File: src/rtl/streaming_unit.sv
// streaming_unit: D2Q9 streaming address generator for a periodic square grid,
// mapping one source cell and nine velocity lanes to nine registered destination addresses.
module streaming_unit #(
    parameter int GRID_DIM      = 256,
    parameter int ADDRESS_WIDTH = $clog2(GRID_DIM) + 1
) (
    input  logic                       clk,
    input  logic                       rst,
    input  logic                       in_valid,
    input  logic [ADDRESS_WIDTH-1:0]   x,
    input  logic [ADDRESS_WIDTH-1:0]   y,
    input  logic [9*ADDRESS_WIDTH-1:0] cx,
    input  logic [9*ADDRESS_WIDTH-1:0] cy,
    output logic                       out_valid,
    output logic [9*ADDRESS_WIDTH-1:0] write_addresses
);
    localparam int SB = $clog2(GRID_DIM) / 2;

    logic [9*ADDRESS_WIDTH-1:0] next_addr;

    for (genvar i = 0; i < 9; i++) begin : g_lane
        logic [ADDRESS_WIDTH-1:0] xs, ys;
        logic                     unused_hi;
        assign xs = x + cx[i*ADDRESS_WIDTH +: ADDRESS_WIDTH];
        assign ys = y + cy[i*ADDRESS_WIDTH +: ADDRESS_WIDTH];
        // Side is a power of two, so the low bits of the two's-complement sum are the true modulo.
        assign next_addr[i*ADDRESS_WIDTH +: ADDRESS_WIDTH] = ADDRESS_WIDTH'({ys[SB-1:0], xs[SB-1:0]});
        assign unused_hi = ^{xs[ADDRESS_WIDTH-1:SB], ys[ADDRESS_WIDTH-1:SB]};
    end

    always_ff @(posedge clk or posedge rst) begin
        if (rst) begin
            out_valid       <= 1'b0;
            write_addresses <= '0;
        end else begin
            out_valid <= in_valid;
            if (in_valid) write_addresses <= next_addr;
        end
    end
endmodule

File: config.mk
export PLATFORM = sky130hd
export DESIGN_NAME = streaming_unit
export DESIGN_NICKNAME = d
export VERILOG_FILES = /design/src/rtl/streaming_unit.sv
export SDC_FILE = /design/constraint.sdc
export NUM_CORES = 1
export LEC_CHECK = 0
export ABC_AREA = 1
export CAP_MARGIN = 20
export CORE_AREA = 8 8 125 127
export CTS_BUF_LIST = sky130_fd_sc_hd__clkbuf_2 sky130_fd_sc_hd__clkbuf_4 sky130_fd_sc_hd__clkbuf_8
export CTS_CLUSTER_DIAMETER = 60
export DETAILED_ROUTE_END_ITERATION = 7
export DIE_AREA = 0 0 133 135
export PLACE_DENSITY = 0.78
export RECOVER_POWER = 25
export SETUP_SLACK_MARGIN = 0.15
export SYNTH_ARGS = -nofsm -noshare
export SYNTH_HDL_FRONTEND = slang
export SYNTH_SLANG_ARGS = --single-unit
File: constraint.sdc
create_clock -name clk -period 2.2 [get_ports clk]
set_clock_uncertainty 0.05 [all_clocks]
set_input_delay 0.22 -clock clk [delete_from_list [all_inputs] [get_ports clk]]
set_output_delay 0.22 -clock clk [all_outputs]
set_load 0.01 [all_outputs]
==> out/qor.csv <==
metric,value,unit
Root Buffer,clkbuf_8,
Netlist cell types,20,
CTS Hold Bufs,0,
final wirelength,13.7,mm
DIE HEIGHT,135,µm
first-pass GRT wire length,22.0,mm
antenna cells,0,
Post-Syn Area,4920,µm²
FMAX,0.614,GHz
Net Sw Frac,31.8,%
largest net degree at the start of global routing,96,
CP Capture Type,flop,
worst skew pair latency,0.35,ns
vias in the first global route,4263,
setup TNS,0,ns
"Reg clk slew, reported paths",0.08,ns
Cell Pwr Density,598,nW/µm²
max cap viols,0,
startpoint types,primary input,
Die X,133,µm
drt wl/cell,14.5,µm
highest metal used,met4,
boundary pin count,265,
P&R area growth vs syn,37.9,%
relative slew slack,21.7,%
postcts setup bufs,0,
type of the worst min-delay path,in2reg,
NetSw,1.29,mW
metal2 WL,6.42,mm
Worst-Margin Slew,1.17,ns
Reg power frac,40.6,%
RD Place Congestion,0.744,
Final Setup Violations,0,
number of synthesis warnings,0,
Initial Util,36.2,%
register area share after synthesis,37.1,%
1st-iter DRT viols,182,
Bufs on Longest Clock Path,2,
Tmin final,1.63,ns
synthesized area per cell,8.17,µm²
Post-DP Area,6620,µm²
Via Count,4328,
grt ovf,0,
die area,18000,µm²
Logic pwr share,34.3,%
RSZ-0062 raised after global routing,no,
clk sink count,73,
GR Util All Layers,15.5,%
Fin Hold WS,0.420,ns
drt drc,0,
Synth area leader,dfrtp_1,
"Req. time, crit path",2.36,ns
fin area,6790,µm²
Via density,4.58,
CTS tree,done,
M1 wire length,5.99,mm
hold depth,4,
dpl hpwl,10.1,mm
CTS HTree Levels,3,
max-slew violation count,0,
WL met3,1.15,mm
row count,43,
Clk pwr share,25.1,%
post-cts resize count,0,
initial antenna violation count,0,
fin crit share,74.1,%
crit path DAT,1.79,ns
Fin. Hold Viols,0,
Port Buffers,155,
area share of the largest cell type after synthesis,37.1,%
#FFs+latches synth,73,
reg2reg setup slack,1.42,ns
Pint,2.77,mW
post-route ant nets,0,
synth top area cells,"dfrtp_1, nand2_1, ha_1, fa_1, nand3_1",
Leakage,3.43,nW
critical path type,in2reg,
gate count of the mapped netlist,602,
status,completed,
clock buffer count from CTS,9,
R2R cell count,2,
Layout Nets,1014,
"critical path fanouts, max",9,
first-pass iteration count of the detailed router,6,
core area,13600,µm²
maximum vdd drop,0.333,mV
Tot Pwr,4.06,mW
layout cells sized above 1,5.76,%
## power by group through the flow
stage / Clock [mW] / Combinational [mW] / Sequential [mW]
CTS: 1.05 / 1.43 / 1.65
detailed placement: 0 / 1.42 / 1.67
finish: 1.02 / 1.39 / 1.65
floorplan: 0 / 0.580 / 1.76
global placement: 0 / 1.39 / 1.66
global route: 1.12 / 1.56 / 1.67
## worst max-delay path, stage by stage
cell and delay, ns:
clkdlybuf4s50_1 0.46, buf_4 0.21, ha_1 0.22, inv_1 0.07
fa_1 0.39, xor2_1 0.14, o21ai_0 0.08
## cells by family after synthesis
group,synth area share [%]
AOI/OAI and AO/OA,3.38
buffers and inverters,8.14
xor gates and xnor gates,3.56
DFF,37.1
other,0.0762
and+or+nand+nor,26.7
adders and majority gates,21.1
## through the flow
stage / std cells / setup slack, ns / utilization (%)
finish: 944 / 0.571 / 49.8
global route: 944 / 0.490 / 49.8
CTS: 944 / 0.581 / 50.0
detailed placement: 928 / 0.198 / 48.6
global placement: 928 / 0.232 / 48.6
floorplan: 610 / 1.01 / -
## per-layer routing
layer | GRT usage (%) | up-vias
li1 | - | 2181
met1 | 18.9 | 2010
met2 | 24.8 | 126
met3 | 5.76 | 11
met4 | 4.92 | 0
met5 | 0 | -
## placed cells by master, fill, tap and decap left out, types with 7 or more instances in the layout
master / instances
nand2_1: 263
clkdlybuf4s50_1: 153
dfrtp_1: 73
ha_1: 54
inv_1: 47
nand3_1: 43
fa_1: 18
xnor2_1: 14
o21ai_0: 14
nor2_1: 11
or2_2: 11
clkbuf_8: 11
conb_1: 9
a21oi_1: 8
buf_4: 7
## synth_stat cells (all sizes together)
master,n
fa,18
buf,26
nand2,263
xor2,6
nor2,11
dfrtp,73
inv,50
ha,54
or2,11
o21ai,23
xnor2,14
nand3,43
a21oi,8
conb,1
clkbuf,1
## flip-flops by register name, indices dropped and copies added (netlist names)
name	count
out_valid	1
write_addresses	72
## layout make-up
class	count	area, µm²
repair buffers	165	1630
clock buffers	13	166
fillers	1334	6830
well taps	180	225
inverters	50	196
clock inverters	3	15.0
multi-input cells	460	2720
flip-flops and latches	73	1830
## final timing paths
path,end,from
min reg2reg,write_addresses[55]$_DFFE_PP0P_,write_addresses[55]$_DFFE_PP0P_
min in group asynchronous,write_addresses[42]$_DFFE_PP0P_,rst
min,write_addresses[9]$_DFFE_PP0P_,in_valid
max in group asynchronous,write_addresses[66]$_DFFE_PP0P_,rst
max reg2reg,write_addresses[2]$_DFFE_PP0P_,write_addresses[2]$_DFFE_PP0P_
max,write_addresses[78]$_DFFE_PP0P_,y[0]
(Power assumes the default switching activity.)
